===== config.mk =====
export PLATFORM = sky130hd
export DESIGN_NAME = formal_cmp_sequencer
export DESIGN_NICKNAME = d
export VERILOG_FILES = /design/src/rtl/formal_cmp_sequencer.sv
export SDC_FILE = /design/constraint.sdc
export NUM_CORES = 1
export LEC_CHECK = 0
export BUFFER_PORTS_ARGS = -buffer_cell sky130_fd_sc_hd__buf_2
export CAP_MARGIN = 20
export CORE_ASPECT_RATIO = 0.6
export CORE_MARGIN = 3
export CORE_UTILIZATION = 39
export CTS_CLUSTER_SIZE = 28
export DETAILED_ROUTE_END_ITERATION = 10
export GPL_TIMING_DRIVEN = 0
export SYNTH_ARGS = -nofsm -noshare
export SYNTH_HDL_FRONTEND = slang
export SYNTH_SLANG_ARGS = --single-unit

===== constraint.sdc =====
create_clock -name clk -period 6.9 [get_ports clk]
set_clock_uncertainty 0.05 [all_clocks]
set_input_delay 0.345 -clock clk [delete_from_list [all_inputs] [get_ports clk]]
set_output_delay 0.345 -clock clk [all_outputs]
set_load 0.02 [all_outputs]

===== src/rtl/formal_cmp_sequencer.sv =====
// formal_cmp_sequencer
//   On-chip replacement for the random formal-compare testbench. It drives a shared
//   pseudo-random reset/enable stimulus into the fabric and the benchmark from an LFSR.
//   It waits out a skip window, then compares the two output buses for a fixed window,
//   and finally reports a pass/fail verdict.
//
//   Ports
//     clk            single clock, rising edge
//     reset          asynchronous, active-low
//     start          one-cycle run request, honoured only in IDLE/DONE
//     stim_reset     shared reset stimulus (registered)
//     stim_enable    shared enable stimulus (registered)
//     fpga_out       fabric outputs
//     my_out      benchmark outputs
//     my_xmask    1 = benchmark bit unknown, excluded from the compare
//     busy           high in SKIP or RUN
//     done           high in DONE until the next start or reset
//     pass           verdict, valid while done=1
//     nb_error       saturating count of mismatch events (per-bit 0->1 rises)
//     err_bitmap     sticky OR of every bit that mismatched this run
//     first_err_cyc  RUN cycle index of the first mismatch, 8'hFF if none
//
//   state | meaning
//   IDLE  | waiting for start after reset, stimulus held at 0
//   SKIP  | stimulus running, compare disabled (initialisation edge)
//   RUN   | stimulus running, mismatches counted
//   DONE  | verdict held, stimulus at 0, start begins a fresh run
module formal_cmp_sequencer #(
    parameter int          WIDTH       = 16,
    parameter int          SKIP_CYCLES = 1,
    parameter int          RUN_CYCLES  = 10,
    parameter logic [15:0] LFSR_SEED   = 16'hACE1,
    parameter int          ERR_W       = 16
) (
    input  logic             clk,
    input  logic             reset,
    input  logic             start,
    output logic             stim_reset,
    output logic             stim_enable,
    input  logic [WIDTH-1:0] fpga_out,
    input  logic [WIDTH-1:0] my_out,
    input  logic [WIDTH-1:0] my_xmask,
    output logic             busy,
    output logic             done,
    output logic             pass,
    output logic [ERR_W-1:0] nb_error,
    output logic [WIDTH-1:0] err_bitmap,
    output logic [7:0]       first_err_cyc
);

    typedef enum logic [1:0] {IDLE, SKIP, RUN, DONE} state_t;

    localparam int SKW  = (SKIP_CYCLES > 1) ? $clog2(SKIP_CYCLES) : 1;
    localparam int PCW  = $clog2(WIDTH + 1);
    localparam int SUMW = ERR_W + PCW;
    localparam logic [SKW-1:0] SKIP_LAST = SKW'((SKIP_CYCLES > 0) ? SKIP_CYCLES - 1 : 0);
    localparam logic [7:0]     RUN_LAST  = 8'(RUN_CYCLES - 1);

    state_t           state, state_d;
    logic [SKW-1:0]   skip_cnt, skip_cnt_d;
    logic [7:0]       run_cnt, run_cnt_d;
    logic [15:0]      lfsr, lfsr_d;
    logic [WIDTH-1:0] flag_q, flag_d;
    logic [WIDTH-1:0] mis, rise, err_bitmap_d;
    logic [ERR_W-1:0] nb_error_d;
    logic [7:0]       first_err_cyc_d;
    logic [PCW-1:0]   rise_cnt;
    logic [SUMW-1:0]  sum;
    logic             start_ok, pass_d, busy_d;

    assign busy = (state == SKIP) || (state == RUN);
    assign done = (state == DONE);

    always_comb begin
        state_d    = state;
        skip_cnt_d = skip_cnt;
        run_cnt_d  = run_cnt;
        start_ok   = 1'b0;
        case (state)
            IDLE, DONE: begin
                if (start) begin
                    start_ok   = 1'b1;
                    skip_cnt_d = '0;
                    run_cnt_d  = '0;
                    state_d    = (SKIP_CYCLES == 0) ? RUN : SKIP;
                end
            end
            SKIP: begin
                if (skip_cnt == SKIP_LAST) state_d = RUN;
                else                       skip_cnt_d = skip_cnt + 1'b1;
            end
            RUN: begin
                if (run_cnt == RUN_LAST) state_d = DONE;
                else                     run_cnt_d = run_cnt + 1'b1;
            end
            default: state_d = IDLE;
        endcase
    end

    always_comb begin
        mis      = (fpga_out ^ my_out) & ~my_xmask;
        rise     = mis & ~flag_q;
        rise_cnt = '0;
        for (int i = 0; i < WIDTH; i++) begin
            rise_cnt = rise_cnt + PCW'(rise[i]);
        end
        sum = SUMW'(nb_error) + SUMW'(rise_cnt);

        lfsr_d          = lfsr;
        flag_d          = '0;
        nb_error_d      = nb_error;
        err_bitmap_d    = err_bitmap;
        first_err_cyc_d = first_err_cyc;
        pass_d          = pass;
        busy_d          = (state_d == SKIP) || (state_d == RUN);

        if (start_ok) begin
            lfsr_d          = LFSR_SEED;
            nb_error_d      = '0;
            err_bitmap_d    = '0;
            first_err_cyc_d = 8'hFF;
            pass_d          = 1'b0;
        end else if (busy) begin
            // Galois right-shift form of polynomial 0xB400
            lfsr_d = {1'b0, lfsr[15:1]} ^ (lfsr[0] ? 16'hB400 : 16'h0000);
        end

        if (state == RUN) begin
            flag_d = mis;
            // several bits may rise together, so clamp the widened sum
            if (sum > SUMW'({ERR_W{1'b1}})) nb_error_d = '1;
            else                             nb_error_d = ERR_W'(sum);
            err_bitmap_d = err_bitmap | mis;
            if ((mis != '0) && (first_err_cyc == 8'hFF)) first_err_cyc_d = run_cnt;
            // verdict must include the count update made on this same edge
            if (state_d == DONE) pass_d = (nb_error_d == '0);
        end
    end

    always_ff @(posedge clk or negedge reset) begin
        if (!reset) begin
            state         <= IDLE;
            skip_cnt      <= '0;
            run_cnt       <= '0;
            lfsr          <= LFSR_SEED;
            flag_q        <= '0;
            nb_error      <= '0;
            err_bitmap    <= '0;
            first_err_cyc <= 8'hFF;
            pass          <= 1'b0;
            stim_reset    <= 1'b0;
            stim_enable   <= 1'b0;
        end else begin
            state         <= state_d;
            skip_cnt      <= skip_cnt_d;
            run_cnt       <= run_cnt_d;
            lfsr          <= lfsr_d;
            flag_q        <= flag_d;
            nb_error      <= nb_error_d;
            err_bitmap    <= err_bitmap_d;
            first_err_cyc <= first_err_cyc_d;
            pass          <= pass_d;
            // stimulus follows the LFSR word held during each busy cycle
            stim_reset    <= busy_d & lfsr_d[0];
            stim_enable   <= busy_d & lfsr_d[1];
        end
    end

endmodule


==> qor.csv, run 1 <==
stage,metric,value,unit
outcome,status,completed,
global_route,grt_max_degree,65,
timing,hold_slack,0.139,ns
cts,clock-sinks,85,
pwr,leakagePower,2.60,nW
logic_synthesis,synthDistinctLibCells,59,
global_route,grt_pass1_vias,3882,
timing,finalSetupViolations,0,
final_layout,area_delta_synth_final,21.8,%
critical_path,cp-end-kind,register,
cts,cts_tree,yes,
final_layout,fill_cells,1051,
timing,tns,0,ns
floorplan,die_area,13300,sq um
pwr,clkPwrFrac,17.0,%
timing,rsz0062_at_grt,false,
detailed_routing,avgRoutedWirePerCell,17.0,um
global_route,grt_pass1_wl,20.2,mm
worst_hold_path,hp-class,input port to register,
place,dp_hpwl,9.47,mm
pwr,power_switching,1.29,mW
final_layout,nets,645,
detailed_routing,ant_nets,0,
logic_synthesis,yosysTopAreaCell,dfrtp_1,
logic_synthesis,ys_top_cells_by_area,"dfrtp_1 37%, dfstp_2 9.1%, fa_1 5.2%",
cts,root_buffer,clkbuf_16,
pwr,p_per_area,499,nW/um^2
pwr,p_total,2.82,mW
cts,cts.repair.resized,0,
logic_synthesis,syn_area_per_cell,10.1,sq um
logic_synthesis,yosysTopAreaCellShare,37.3,%
final_layout,drive_above_1_share,26.7,%
logic_synthesis,ys_ff_latch,85,
detailed_routing,drt_iter0_drc,201,
logic_synthesis,ys_warn_count,0,
floorplan,die-width,147,um
detailed_routing,drt_pass1_iterations,6,
logic_synthesis,seq_area_frac_synth,46.3,%
critical_path,worstPathMaxFanout,2,
timing,fmax,176,MHz
final_layout,stdcell_count,734,
flow_run,maxCapViolCount,0,
place,io_buffer_count,95,
final_layout,utilization,49.3,%
logic_synthesis,ys.flop_type,dfrtp_1,
logic_synthesis,synth.cell_area,4630,sq um
detailed_routing,wirelength,12.5,mm
floorplan,rows,30,
cts,path_clk_slew,0.07,ns
floorplan,die-height,90.4,um
cts,insertion_delay,0.35,ns
cts,cts_buffers,9,
cts,post_cts_buffers,0,
timing,tightest_slew,0.605,ns
final_layout,antenna-diode-count,0,
detailed_routing,vias,3928,
place,dp_cells,717,
floorplan,ios,96,
pwr,p_seq_share,28.4,%
critical_path,start_kind,register,
floorplan,start_util,40.5,%
detailed_routing,vias_per_cell,5.35,
worst_hold_path,holdCritStartpoint,my_xmask[9],
logic_synthesis,synth_nets,537,
pwr,p_comb_share,54.6,%
global_route,track_usage,19.3,%
cts,cts.path.max_buffers,2,
logic_synthesis,async_reset_ff_share,100,%
place,gp_congestion,0.875,
timing,min_period,5.68,ns
logic_synthesis,synth_edf_count,0,
pwr,vdd_drop_max,0.240,mV
detailed_routing,drc_errors,0,
global_route,antenna_found_initial,0,
critical_path,critPathArrivalTime,5.91,ns
timing,finalMaxSlewViolations,0,
critical_path,crit_start,flag_q[10],
floorplan,core_area,11400,sq um
critical_path,required,7.12,ns
timing,slew_headroom,59.7,%
critical_path,crit_type,register to register,
timing,fin_crit_sh,82.4,%
pwr,internal_power,1.53,mW
pwr,swShare,45.7,%
timing,hold_violations,0,
cts,htree_levels,3,
critical_path,reg2reg_from,flag_q[10],
global_route,grt-ovfl-total,0,
logic_synthesis,syn-instance-count,461,
[cell usage after synthesis, drive strengths merged, types with 2 or more instances]
library cell,n
dfrtp,69
nor2,51
a21oi,31
nor3,31
inv,25
o21ai,20
xnor2,20
nand2,19
clkbuf,18
dfstp,16
ha,13
o22a,13
fa,12
nand3,11
o22ai,10
or3,9
nand4,8
a22o,7
buf,7
a31oi,6
and2,5
mux2i,5
or2,5
xor2,5
and3,4
a31o,3
nor4,3
a2111oi,2
a211oi,2
a21o,2
a22oi,2
a311o,2
a311oi,2
and4,2
and4b,2
o21ba,2
o21bai,2
o221ai,2
o311a,2
o41ai,2
or4,2
[power groups by stage]
stage / combinational, mW / clock, mW / sequential, mW
floorplan: 0.995 / 0 / 0.885
global placement: 1.49 / 0 / 0.803
detailed placement: 1.53 / 0 / 0.809
CTS: 1.54 / 0.489 / 0.802
global route: 1.72 / 0.512 / 0.823
finish: 1.54 / 0.478 / 0.801
[cell usage in the layout (no fill, tap or decap), drive strengths merged, types with 3 or more instances in the layout]
cell type and n:
or3 9, a22o 7, ha 13, and3 4, clkbuf 28, nor2 51, xnor2 20, a31oi 6
inv 28, a21oi 31, buf 103, nor4 3, nor3 31, and2 5, o22a 13, nand3 11
clkinvlp 3, or2 5, dfstp 16, a31o 3, fa 12, o21ai 20, nand2 19, xor2 5
nand4 8, o22ai 10, dfrtp 69, mux2i 5
[final timing paths]
| kind | to | slack (ns) | cells after the start |
|---|---|---|---|
| max in group asynchronous | first_err_cyc[5] | 5.77 | 3 |
| min | flag_q[9] | 0.14 | 2 |
| min in group asynchronous | nb_error[10] | 0.38 | 2 |
| max | pass | 1.22 | 16 |
| min reg2reg | lfsr[12] | 0.44 | 2 |
| max reg2reg | pass | 1.22 | 16 |
[flip-flops by register name, summed over array words and instances (netlist names)]
name,count
err_bitmap,16
first_err_cyc,8
flag_q,16
lfsr,16
nb_error,16
pass,1
run_cnt,8
state,2
stim_enable,1
stim_reset,1
[per-stage QoR]
stage | setup WS [ns] | instance area (sq um)
global route | 0.772 | 5640
global placement | 1.03 | 5310
detailed placement | 0.992 | 5340
finish | 1.22 | 5640
floorplan | 1.76 | 4630
CTS | 1.18 | 5640
[layer usage]
| layer | global-route usage, % | vias to the layer above | share of wire [%] |
|---|---|---|---|
| met2 | 26.6 | 131 | 41 |
| met5 | 0 | - | 0 |
| met3 | 6.02 | 20 | 7.6 |
| li1 | - | 1872 | - |
| met1 | 29.0 | 1905 | 50 |
| met4 | 5.48 | 0 | 1.6 |
[worst max-delay path, cell delays in order, from the launching register on]
cell       delay, ns
dfrtp_1         0.37
or3_1           0.39
fa_1            0.55
inv_1           0.07
fa_1            0.51
inv_1           0.06
fa_1            0.47
inv_1           0.05
fa_1            0.53
fa_1            0.52
fa_1            0.54
nand4bb_1       0.27
a2111oi_0       0.42
o221ai_1        0.21
nor4_1          0.22
o2111ai_1       0.20
o21ai_1         0.17
[cells by family after synthesis]
| family | share of synthesized area [%] |
|---|---|
| muxes | 1.08 |
| DFF | 46.3 |
| adders and majority gates | 8.70 |
| and+or+nand+nor | 17.0 |
| buffers and inverters | 4.35 |
| xor gates and xnor gates | 4.89 |
| AOI/OAI and AO/OA | 17.7 |
[cell type report]
cell class / count / area (sq um) / share of cell area (%)
multi-input cells: 326 / 2280 / 40.5
flip-flops and latches: 85 / 2150 / 38.1
repair buffers: 97 / 515 / 9.14
clock buffers: 10 / 239 / 4.24
well taps: 160 / 200 / 3.55
plain buffers: 25 / 108 / 1.91
inverters: 25 / 93.8 / 1.66
clock inverters: 6 / 53.8 / 0.954
[timing repair]
action                                 in CTS  in global routing
hold buffers                                1                  0
endpoints found under the hold margin      21                  0
setup endpoints to repair                   0                  0
Note: power is estimated with default switching activity, not from simulation.
==> run 2: changes to the inputs <==
ABC_AREA = 1   (was default)
clock period = 5.1 ns   (was 6.9 ns; I/O delays follow)
==> qor.csv, run 2 <==
stage,metric,value,unit,change
floorplan,rows,30,,unchanged
critical_path,crit_type,register to register,,
cts,path_clk_slew,0.07,ns,about the same
logic_synthesis,synth_nets,625,,+16%
detailed_routing,ant_nets,0,,unchanged
global_route,antenna_found_initial,0,,unchanged
cts,root_buffer,clkbuf_16,,
pwr,p_comb_share,50.1,%,-4.5 points
critical_path,crit_family,adder cells,,
critical_path,crit_chain,or2_2 -> fa_1 -> inv_1 -> fa_1 -> inv_1 -> fa_1 -> inv_1 -> fa_1 -> fa_2 -> fa_2 -> nor2_1 -> nand2_1 -> nor2_1 -> nand3_1 -> nor2_1 -> nand2_1 -> nor2_1 -> nand2_1 -> nor2_1 -> nand3_1 -> nand2_1,,
timing,tns,0,ns,unchanged
final_layout,area_delta_synth_final,23.0,%,
detailed_routing,drt_iter0_drc,331,,+65%
logic_synthesis,syn_area_per_cell,8.40,sq um,-16%
floorplan,die-height,90.2,um,-0.24%
place,dp_cells,805,,+12%
pwr,clkPwrFrac,20.2,%,+3.2 points
global_route,grt_pass1_vias,3909,,+0.70%
cts,cts_buffers,9,,unchanged
logic_synthesis,async_reset_ff_share,100,%,unchanged
logic_synthesis,yosysTopAreaCellShare,37.5,%,+0.19 points
timing,slew_headroom,61.9,%,+2.3 points
place,dpl_cell_area,5320,sq um,-0.45%
global_route,grt-ovfl-total,0,,unchanged
pwr,p_per_area,632,nW/um^2,+27%
detailed_routing,drc_errors,0,,unchanged
place,dp_hpwl,9.12,mm,-3.7%
critical_path,r2r_slack,0.26,ns,-0.96 ns
timing,finalMaxSlewViolations,0,,unchanged
final_layout,mostFrequentLayoutCells,"98 x buf_2, 91 x inv_1, 87 x nand2_1",,
critical_path,required,5.33,ns,-1.79 ns
critical_path,cp-end-kind,register,,
cts,cts.path.max_buffers,2,,unchanged
pwr,swShare,43.7,%,-2.0 points
cts,insertion_delay,0.34,ns,about the same
place,gp_congestion,0.881,,+0.73%
pwr,vdd_drop_max,0.222,mV,-7.5%
logic_synthesis,yosys.cell_count.top_type,inv_1,,
final_layout,utilization,49.7,%,+0.39 points
detailed_routing,drt_pass1_iterations,5,,-1
critical_path,r2r_end,pass,,
timing,setup_ws,0.255,ns,-0.962 ns
floorplan,die-width,146,um,-0.25%
logic_synthesis,ys_warn_count,0,,unchanged
pwr,leakagePower,2.94,nW,+13%
place,dp_slack,-0.345,ns,-1.34 ns
critical_path,timing.critical_path.mode_cell,nor2_1,,
detailed_routing,wirelength,11.7,mm,-6.2%
global_route,track_usage,18.3,%,-0.99 points
final_layout,stdcell_area,5670,sq um,+0.47%
pwr,internal_power,2.02,mW,+32%
logic_synthesis,syn-instance-count,549,,+19%
final_layout,antenna-diode-count,0,,unchanged
cts,htree_levels,3,,unchanged
final_layout,stdcell_count,823,,+12%
final_layout,drive_above_1_share,23.7,%,-3.0 points
critical_path,reg2reg_from,flag_q[10],,
worst_hold_path,hold_depth,2,,unchanged
timing,fmax,206,MHz,+17%
timing,fin_crit_sh,95.0,%,+13 points
final_layout,final_common_cell,buf_2,,
logic_synthesis,synth_edf_count,0,,unchanged
timing,tightest_slew,0.571,ns,-0.0338 ns
timing,hold_slack,0.0513,ns,-0.0876 ns
logic_synthesis,synthDistinctLibCells,35,,-41%
cts,clock-sinks,85,,unchanged
critical_path,worstPathMaxFanout,2,,unchanged
detailed_routing,vias,4018,,+2.3%
floorplan,start_util,40.4,%,-0.075 points
global_route,grt_pass1_wl,19.5,mm,-3.5%
detailed_routing,vias_per_cell,4.88,,-8.8%
logic_synthesis,ys_top_cells_by_area,"dfrtp_1 37%, dfstp_2 9.1%, inv_1 7.4%",,
floorplan,die_area,13200,sq um,-0.48%
logic_synthesis,synth.cell_area,4610,sq um,-0.51%
floorplan,core_area,11400,sq um,-0.33%
pwr,p_seq_share,29.7,%,+1.3 points
worst_hold_path,hp-class,input port to register,,
timing,hold_violations,0,,unchanged
critical_path,critPathMaxStageDelay,0.54,ns,about the same
critical_path,critPathArrivalTime,5.07,ns,-0.84 ns
critical_path,start_kind,register,,
logic_synthesis,ys_ff_latch,85,,unchanged
logic_synthesis,netlist_top_cells_count,"91 x inv_1, 87 x nand2_1, 71 x nor2_1",,
logic_synthesis,seq_area_frac_synth,46.6,%,+0.24 points
worst_hold_path,hold_path_end,flag_q[9],,
timing,finalSetupViolations,0,,unchanged
cts,cts_tree,yes,,
critical_path,cp_slowest_cell,fa_1,,
critical_path,path_buf_inv,3,,unchanged
final_layout,nets,734,,+14%
outcome,status,completed,,
place,io_buffer_count,95,,unchanged
critical_path,worst-r2r-cell-count,21,,+5
flow_run,maxCapViolCount,0,,unchanged
floorplan,ios,96,,unchanged
global_route,grt_max_degree,62,,-4.6%
logic_synthesis,yosysTopAreaCell,dfrtp_1,,
pwr,power_switching,1.57,mW,+22%
logic_synthesis,ys.flop_type,dfrtp_1,,
worst_hold_path,holdCritStartpoint,my_xmask[9],,
timing,min_period,4.84,ns,-0.838 ns
pwr,p_total,3.58,mW,+27%
detailed_routing,avgRoutedWirePerCell,14.3,um,-16%
run 2: cell types whose count changed after synthesis, moves of 9 or more:
cell      change
a21oi_1      -11
clkbuf_1     -14
inv_1        +66
nand2_1      +68
nand3_1      +31
nor2_1       +20
nor3_1       -23
o21a_1       +17
o21ai_0      +24
o22a_1       -13
or3_1         -9
xnor2_1      -14
run 2: layout make-up:
class / instances / area, sq um
timing repair buffer: 98 / 523
fill: 1099 / 5740
sequential: 85 / 2150
clock inverter: 7 / 105
tap: 160 / 200
clock buffer: 9 / 225
inverter: 92 / 345
buffer: 10 / 46.3
multi-input combinational: 362 / 2080
run 2: cell families after synthesis:
logic type	Yosys count	synth area share [%]
and+or+nand+nor	238	22.9
buffers and inverters	102	8.50
AOI/OAI and AO/OA	92	11.9
DFF	85	46.6
adders and majority gates	25	8.74
xor gates and xnor gates	7	1.33
run 2: worst max-delay path by stage:
| stage | from | to | cells past startpoint |
|---|---|---|---|
| CTS | flag_q[10] | pass | 21 |
| global placement | fpga_out[10] | pass | 26 |
| detailed placement | fpga_out[10] | pass | 26 |
| global route | flag_q[10] | pass | 21 |
| finish | flag_q[10] | pass | 21 |
| floorplan | fpga_out[10] | pass | 25 |
run 2: metal layers:
metal  vias to the layer above  track usage [%]  wire [um]
met2                       114             26.4       4970
met1                      1900             27.9       5960
met3                         8             4.69        720
met5                         -                0          0
li1                       1996                -          -
met4                         0             3.44         81
run 2: power by group through the flow:
stage	combinational (mW)	sequential, mW	clock, mW
floorplan	1.11	1.19	0
finish	1.80	1.06	0.722
global route	2.03	1.09	0.772
global placement	1.71	1.07	0
CTS	1.80	1.07	0.744
detailed placement	1.77	1.07	0
run 2: repair_timing:
item                                    4_1_cts  5_1_grt
hold buffers                                  1        0
gates resized for setup                       1        2
pin swaps                                     0        2
endpoints found under the setup margin        1       16
buffers inserted                              0        1
endpoints found under the hold margin        24        0
==> run 3: changes to the inputs <==
CORE_ASPECT_RATIO = default   (was 0.6)
==> qor.csv, run 3 (synthesis gave the netlist of run 2 again) <==
stage,metric,value,unit,change
outcome,status,completed,,
place,io_buffer_count,95,,unchanged
cts,root_buffer,clkbuf_16,,
global_route,grt_pass1_wl,17.7,mm,-9.5%
worst_hold_path,hold_depth,2,,unchanged
final_layout,nets,733,,-0.14%
critical_path,start_kind,register,,
place,dp_cells,788,,-2.1%
critical_path,r2r_slack,0.32,ns,+0.06 ns
worst_hold_path,hold_path_end,flag_q[9],,
place,dp_hpwl,8.29,mm,-9.0%
timing,finalMaxSlewViolations,0,,unchanged
final_layout,utilization,48.9,%,-0.79 points
global_route,antenna_found_initial,0,,unchanged
timing,min_period,4.78,ns,-0.0630 ns
detailed_routing,drt_iter0_drc,172,,-48%
final_layout,area_delta_synth_final,21.6,%,
floorplan,start_util,40.2,%,-0.20 points
critical_path,critPathArrivalTime,5.00,ns,-0.07 ns
timing,hold_violations,0,,unchanged
global_route,track_usage,16.8,%,-1.5 points
critical_path,crit_type,register to register,,
global_route,grt_max_degree,61,,-1.6%
floorplan,core_area,11500,sq um,+0.49%
critical_path,cp-end-kind,register,,
detailed_routing,drc_errors,0,,unchanged
final_layout,antenna-diode-count,0,,unchanged
final_layout,drive_above_1_share,23.4,%,-0.27 points
floorplan,die-height,115,um,+27%
timing,fin_crit_sh,93.8,%,-1.2 points
cts,path_clk_slew,0.07,ns,about the same
timing,slew_headroom,59.2,%,-2.7 points
detailed_routing,vias_per_cell,4.93,,+0.96%
timing,rsz0062_at_grt,false,,
detailed_routing,avgRoutedWirePerCell,13.3,um,-6.6%
timing,finalSetupViolations,0,,unchanged
pwr,p_per_area,612,nW/um^2,-3.2%
critical_path,reg2reg_from,flag_q[10],,
cts,htree_levels,3,,unchanged
detailed_routing,vias,3968,,-1.2%
pwr,vdd_drop_max,0.297,mV,+34%
worst_hold_path,holdCritStartpoint,my_xmask[9],,
critical_path,r2r_end,pass,,
detailed_routing,drt_pass1_iterations,4,,-1
critical_path,required,5.32,ns,about the same
floorplan,ios,96,,unchanged
final_layout,mostFrequentLayoutCells,"98 x buf_2, 91 x inv_1, 87 x nand2_1",,
pwr,leakagePower,2.91,nW,-1.0%
cts,insertion_delay,0.34,ns,about the same
place,gp_congestion,0.861,,-2.3%
final_layout,stdcell_count,805,,-2.2%
timing,tightest_slew,0.612,ns,+0.0410 ns
floorplan,die_area,13200,sq um,-0.32%
floorplan,rows,39,,+30%
cts,cts_tree,yes,,
final_layout,fill_cells,1124,,+2.3%
critical_path,worst-r2r-cell-count,21,,unchanged
timing,tns,0,ns,unchanged
floorplan,die-width,115,um,-22%
pwr,p_total,3.43,mW,-4.3%
critical_path,worstPathMaxFanout,8,,+6
cts,cts_buffers,9,,unchanged
worst_hold_path,hp-class,input port to register,,
global_route,grt_pass1_vias,3884,,-0.64%
cts,post_cts_buffers,0,,unchanged
global_route,grt-ovfl-total,0,,unchanged
flow_run,maxCapViolCount,0,,unchanged
detailed_routing,wirelength,10.7,mm,-8.6%
cts,clock-sinks,85,,unchanged
timing,fmax,209,MHz,+1.3%
cts,cts.path.max_buffers,2,,unchanged
final_layout,final_common_cell,buf_2,,
detailed_routing,ant_nets,0,,unchanged
final_layout,multi_input_area,2080,sq um,+0.12%
final_layout,regArea,2150,sq um,unchanged
==> run 3: what timing repair did <==
action	CTS	global route
endpoints found under the hold margin	25	0
resized for setup	0	3
hold buffers	1	0
setup endpoints to repair	0	12
==> run 3: worst max-delay path by stage <==
stage | startpoint | endpoint | slack, ns | depth (start not counted)
after global routing | fpga_out[10] | pass | 0.009 | 26
final | flag_q[10] | pass | 0.32 | 21
after detailed placement | fpga_out[10] | pass | -0.23 | 26
after global placement | fpga_out[10] | pass | -0.22 | 26
after CTS | flag_q[10] | pass | 0.04 | 21
after floorplan | fpga_out[10] | pass | 0.32 | 25
==> run 3: stage by stage <==
step | worst slack [ns] | area [sq um] | hold WS, ns
4_1_cts | 0.0417 | 5600 | 0.0349
3_3_place_gp | -0.222 | 5260 | 0.396
3_5_place_dp | -0.228 | 5290 | 0.148
5_1_grt | 0.00887 | 5610 | 0.0428
2_1_floorplan | 0.323 | 4610 | -0.0906
6_report | 0.318 | 5610 | 0.0431
==> run 3: power by group <==
part           switching (mW)  leakage, nW  total (mW)  internal [mW]
Combinational            1.09         1.69        1.72          0.628
Sequential              0.125         1.08        1.06          0.936
Clock                   0.272        0.132       0.653          0.382
Total                    1.48         2.91        3.43           1.95
==> run 3: layout make-up <==
class,count,area share [%]
Clock inverter,5,1.09
Multi-Input combinational cell,362,37.1
Sequential cell,85,38.3
Timing Repair Buffer,97,9.20
Tap cell,143,3.19
Inverter,92,6.16
Buffer,10,0.826
Clock buffer,11,4.15
==> run 3: metal layers <==
layer	vias up	GRT usage, %	routed length, um	part of all wire (%)
li1	1994	-	-	-
met1	1909	22.1	4950	46
met2	58	28.4	5310	50
met3	7	3.54	387	3.6
met4	0	4.54	72	0.67
met5	-	0	0	0
==> run 3: critical path: stages, from the launching register on <==
cell     delay (ns)
dfrtp_1        0.36
or2_2          0.31
fa_1           0.54
inv_1          0.06
fa_1           0.50
inv_1          0.05
fa_1           0.47
inv_1          0.05
fa_1           0.51
fa_2           0.40
fa_2           0.39
nand2_2        0.10
nand2_2        0.08
nand3_2        0.11
nand2_4        0.07
nand3_2        0.16
nand2_1        0.09
nor2_2         0.11
nand2_1        0.08
nor2_1         0.09
nand3_1        0.08
nand2_1        0.06
